**src/rtl/decrypt_sequencer.sv**
```systemverilog
// Drives one decrypt pass: walks ROM addresses, delays them to match core latency,
// and shares the frame-buffer port with VGA scan-out. Optional checksum: DECRYPT_SEQ_CHECKSUM_EN.
//
// state | meaning
// IDLE  | frame port owned by VGA, waiting for start
// RUN   | issuing ROM reads, one address per cycle
// DRAIN | reads finished, waiting for in-flight bytes to be written
// DONE  | pass complete, frame port back to VGA
module decrypt_sequencer #(
  parameter int PIXELS = 30625,
  parameter int ADDR_W = 15,
  parameter int LAT    = 2
) (
  input  logic              clk,
  input  logic              rst,
  input  logic              start,
  input  logic              abort,
  input  logic [7:0]        key_in,
  output logic              rom_en,
  output logic [ADDR_W-1:0] rom_addr,
  output logic              core_en,
  output logic [7:0]        core_key,
  input  logic [7:0]        core_data,
  input  logic [ADDR_W-1:0] vga_addr,
  output logic              vga_blank,
  output logic [ADDR_W-1:0] fb_addr,
  output logic              fb_we,
  output logic [7:0]        fb_wdata,
  output logic              busy,
  output logic              done,
  output logic [7:0]        checksum
);

  typedef enum logic [1:0] {S_IDLE, S_RUN, S_DRAIN, S_DONE} state_t;

  localparam logic [ADDR_W-1:0] LAST_ADDR = ADDR_W'(PIXELS - 1);
  // Every stage except the tail; when these are empty the tail holds the final write.
  localparam logic [LAT-1:0]    HEAD_MASK = LAT'((1 << (LAT - 1)) - 1);

  state_t            state_q, state_d;
  logic [ADDR_W-1:0] addr_q;
  logic [7:0]        key_q;
  logic [LAT-1:0]    vld_q;
  logic [ADDR_W-1:0] pipe_addr_q [LAT];

  logic idle_like, active, start_ok;

  assign idle_like = (state_q == S_IDLE) || (state_q == S_DONE);
  assign active    = (state_q == S_RUN) || (state_q == S_DRAIN);
  assign start_ok  = idle_like && start && !abort;

  always_ff @(posedge clk) begin
    if (rst) state_q <= S_IDLE;
    else     state_q <= state_d;
  end

  always_comb begin
    state_d = state_q;
    case (state_q)
      S_IDLE:  if (start_ok) state_d = S_RUN;
      S_RUN: begin
        if (abort)                    state_d = S_IDLE;
        else if (addr_q == LAST_ADDR) state_d = S_DRAIN;
      end
      S_DRAIN: begin
        if (abort)                          state_d = S_IDLE;
        else if ((vld_q & HEAD_MASK) == '0) state_d = S_DONE;
      end
      S_DONE: begin
        if (start_ok)   state_d = S_RUN;
        else if (abort) state_d = S_IDLE;
      end
      default: state_d = S_IDLE;
    endcase
  end

  always_comb begin
    rom_en    = (state_q == S_RUN);
    rom_addr  = addr_q;
    core_en   = active;
    core_key  = key_q;
    busy      = active;
    done      = (state_q == S_DONE);
    vga_blank = active;
    fb_we     = active && vld_q[LAT-1];
    fb_addr   = active ? pipe_addr_q[LAT-1] : vga_addr;
    fb_wdata  = core_data;
  end

  always_ff @(posedge clk) begin
    if (rst) begin
      addr_q <= '0;
      key_q  <= '0;
    end else if (start_ok) begin
      addr_q <= '0;
      key_q  <= key_in;
    end else if (state_q == S_RUN && addr_q != LAST_ADDR) begin
      addr_q <= addr_q + ADDR_W'(1);
    end
  end

  always_ff @(posedge clk) begin
    if (rst || start_ok || (active && abort)) begin
      vld_q <= '0;
    end else begin
      vld_q[0] <= rom_en;
      for (int i = 1; i < LAT; i++) vld_q[i] <= vld_q[i-1];
    end
  end

  // Addresses travel alongside the valids; only the valids need clearing.
  always_ff @(posedge clk) begin
    pipe_addr_q[0] <= addr_q;
    for (int i = 1; i < LAT; i++) pipe_addr_q[i] <= pipe_addr_q[i-1];
  end

`ifdef DECRYPT_SEQ_CHECKSUM_EN
  logic [7:0] csum_q;

  always_ff @(posedge clk) begin
    if (rst || start_ok) csum_q <= '0;
    else if (fb_we)      csum_q <= csum_q ^ core_data;
  end

  assign checksum = csum_q;
`else
  assign checksum = '0;
`endif

endmodule

```
**config.mk**
```make
export PLATFORM = sky130hd
export DESIGN_NAME = decrypt_sequencer
export DESIGN_NICKNAME = d
export VERILOG_FILES = /design/src/rtl/decrypt_sequencer.sv
export SDC_FILE = /design/constraint.sdc
export NUM_CORES = 1
export LEC_CHECK = 0
export CAP_MARGIN = 15
export CORE_MARGIN = 5
export CORE_UTILIZATION = 42
export CTS_BUF_LIST = sky130_fd_sc_hd__clkbuf_16
export CTS_CLUSTER_DIAMETER = 100
export DETAILED_ROUTE_END_ITERATION = 6
export PLACE_DENSITY = 0.8
export SLEW_MARGIN = 10
export SYNTH_ARGS = -nofsm -noshare
export SYNTH_HDL_FRONTEND = slang
export SYNTH_SLANG_ARGS = --single-unit
```
**constraint.sdc**
```tcl
create_clock -name clk -period 2.3 [get_ports clk]
set_input_delay 0.23 -clock clk [delete_from_list [all_inputs] [get_ports clk]]
set_output_delay 0.23 -clock clk [all_outputs]
set_load 0.1 [all_outputs]
```
==> flow_summary.ini <==
[logic_synthesis]
synth-simple-area-share = 0.167
synth_top_family_by_area = simple AND/OR/NAND/NOR gates
yosys.area.top_type_share = 0.498
synth-seq-cells = 57
synth-compound-area-share = 0.0611
synth_area_um2 = 2290
syn_avg_cell_area_um2 = 10.6
synth_mux_area_frac = 0.126
synth_xor_area_frac = 0.0191
synth_cells = 216
yosysTopAreaCell = dfxtp_1
seq_area_frac_synth = 0.498
synth_cell_types = 42
synth_fa_ha_area_frac = 0.0382
yosysWarnings = 0
synth_area_leaders = dfxtp_1, mux2_2, buf_4

[final_layout]
syn_to_final_growth_pct = 46.6
final_nets = 323
final_area_um2 = 3360
drive_gt1_frac = 0.324
fin_cells = 356
diodes = 0

[critical_path]
crit_slowest_cell = ha_4
cp.arrival_ns = 1.93
cp_max_fo = 22
cpPeakStageDelay_ns = 0.52
path_cells = inv_1 -> ha_4 -> mux2_2 -> buf_12
cp.required_ns = 2.07
path_class = flip-flop to primary output
rrSetupSlack_ns = 0.38
crit_path_end_kind = primary output
critPathLaunchType = flip-flop

[drt]
drcViolationCount = 0
dr_total_vias = 1694
final_antenna_net_count = 0
drtIter0Drc = 52
wl_per_cell_um = 12.9
firstDrtPassIters = 4
avgViaCountPerCell = 4.76
wl_um = 4600

[grt]
antenna_found_initial = 0
grt_pass1_wl_um = 7760
grt_max_degree = 23
grt_pass1_vias = 1664
track_usage = 0.138
overflow = 0

[clock_tree]
clk-insertion-delay-late_ns = 0.31
path_clk_slew_ns = 0.05
htreeDepth = 3
cts_resized = 0
clockBufferDepth = 2
cts_hold_buf = 0
cts_made_buffers = 9
cts_setup_buffers = 0
cts_tree = yes
cts_root_buf = clkbuf_16
cts_sinks = 57

[sta]
grt_setup_unrepaired = false
finalCritPeriodShare = 0.941
finalCriticalPeriod_ns = 2.16
skew_ns = 0.00282
setup_slack_ns = 0.135
max_freq_ghz = 0.462
hold_viol_final = 0
worstMarginPinSlew_ns = 0.529
slew-limit-headroom = 0.646
hold_ws_ns = 0.319
setup_viol = 0
finalMaxSlewViolations = 0

[pwr]
p_total_uw = 4270
power_density_nw_per_um2 = 1270
power.leakage_uw = 0.00135
ir_worst_vdd_uv = 926

[min_path]
hold_path_class = flip-flop to flip-flop

[floorplan]
die-area_um2 = 7040
num_io_pins = 95
coreArea_um2 = 5410
die_x_um = 83.9
start_util = 0.424
die-height_um = 83.9
rows = 27

[placement]
place_inst = 342
pre_cts_ws_ns = 0.407
io_buffers = 70
post-dp-hpwl_um = 3370
place_congestion = 0.772
placed_cell_area_um2 = 3120

[flow_run]
drv_cap = 0

[outcome]
outcome = finished, final reports clean
cell type report:
type,instances,area [um2]
clock buffers,9,225
clock inverters,5,18.8
fillers,425,2040
inverters,9,33.8
multi-input cells,132,998
flip-flops and latches,57,1150
well taps,72,90.1
repair buffers,72,843
layer usage:
| metal | global-route usage | share of wire | vias to the layer above |
|---|---|---|---|
| met5 | 0 | 0 | - |
| met4 | 0.0570 | 0.015 | 0 |
| met3 | 0.0750 | 0.093 | 8 |
| li1 | - | - | 852 |
| met2 | 0.210 | 0.45 | 67 |
| met1 | 0.159 | 0.44 | 767 |
metrics by stage:
step,setup TNS [ns],util
floorplan,-0.260,-
global placement,0,0.577
detailed placement,0,0.577
CTS,0,0.622
global route,0,0.622
finish,0,0.622
sequential cells by signal (all words and copies together), names as in the netlist:
signal / cells
state_q: 2
rom_addr: 15
core_key: 8
pipe_addr_q: 30
vld_q: 2
critical path, delay by kind of cell (launching register included):
family                     cells  cell delay (ns)
adders and majority gates      1             0.52
muxes                          1             0.41
DFF                            1             0.39
buffers and inverters          2             0.29
kinds of logic (layout without fill, tap and decap cells):
logic type      count (synthesis)  after routing
other cells                     1              8
simple gates                   63             63
mux                            27             27
compound gates                 22             22
xor+xnor                        5              5
buf+inv                        34             95
flops                          57             57
fa+ha+maj                       7              7
Yosys cell counts:
master	n
ha_1	7
mux2_2	15
or4_1	2
buf_2	2
o311ai_0	1
mux2i_1	12
nand3_1	5
nor3b_1	1
o31ai_1	3
or4_4	1
buf_4	18
conb_1	1
or2_2	2
and3_1	2
xnor2_1	3
a21oi_1	9
or3_2	1
o41ai_1	1
or3_1	7
buf_6	1
or4_2	1
nand2b_1	3
nor4_1	2
nand3b_1	2
nand4_1	2
a2bb2oi_2	1
o21ai_1	2
inv_1	9
nor3_1	4
o21bai_1	2
dfxtp_1	57
nor4_4	1
and2_1	1
xor2_1	2
nand4bb_1	1
nor2_1	14
nand2_1	9
buf_1	1
clkbuf_1	3
or4b_4	1
o21ai_0	3
nand4_4	1
where the power goes:
group          internal (uW)  switching, uW
combinational            707           1420
clock                    690            378
sequential              1040           38.4
final timing paths:
| kind | start | endpoint | cells past startpoint |
|---|---|---|---|
| max | state_q[0] | fb_addr[0] | 4 |
| min | pipe_addr_q[0][2] | pipe_addr_q[0][17] | 0 |
| max reg2reg | state_q[1] | rom_addr[14] | 6 |
| min reg2reg | pipe_addr_q[0][2] | pipe_addr_q[0][17] | 0 |
layout by cell type, fill, tap and decap left out, types with 9 or more instances in the layout:
cell,count
dfxtp_2,9
a21oi_1,9
mux2_2,14
buf_12,19
clkdlybuf4s50_1,26
nor2_1,14
mux2i_1,12
inv_1,12
nand2_1,9
dfxtp_1,48
buf_4,27
clkbuf_16,9
(Power assumes the default switching activity.)
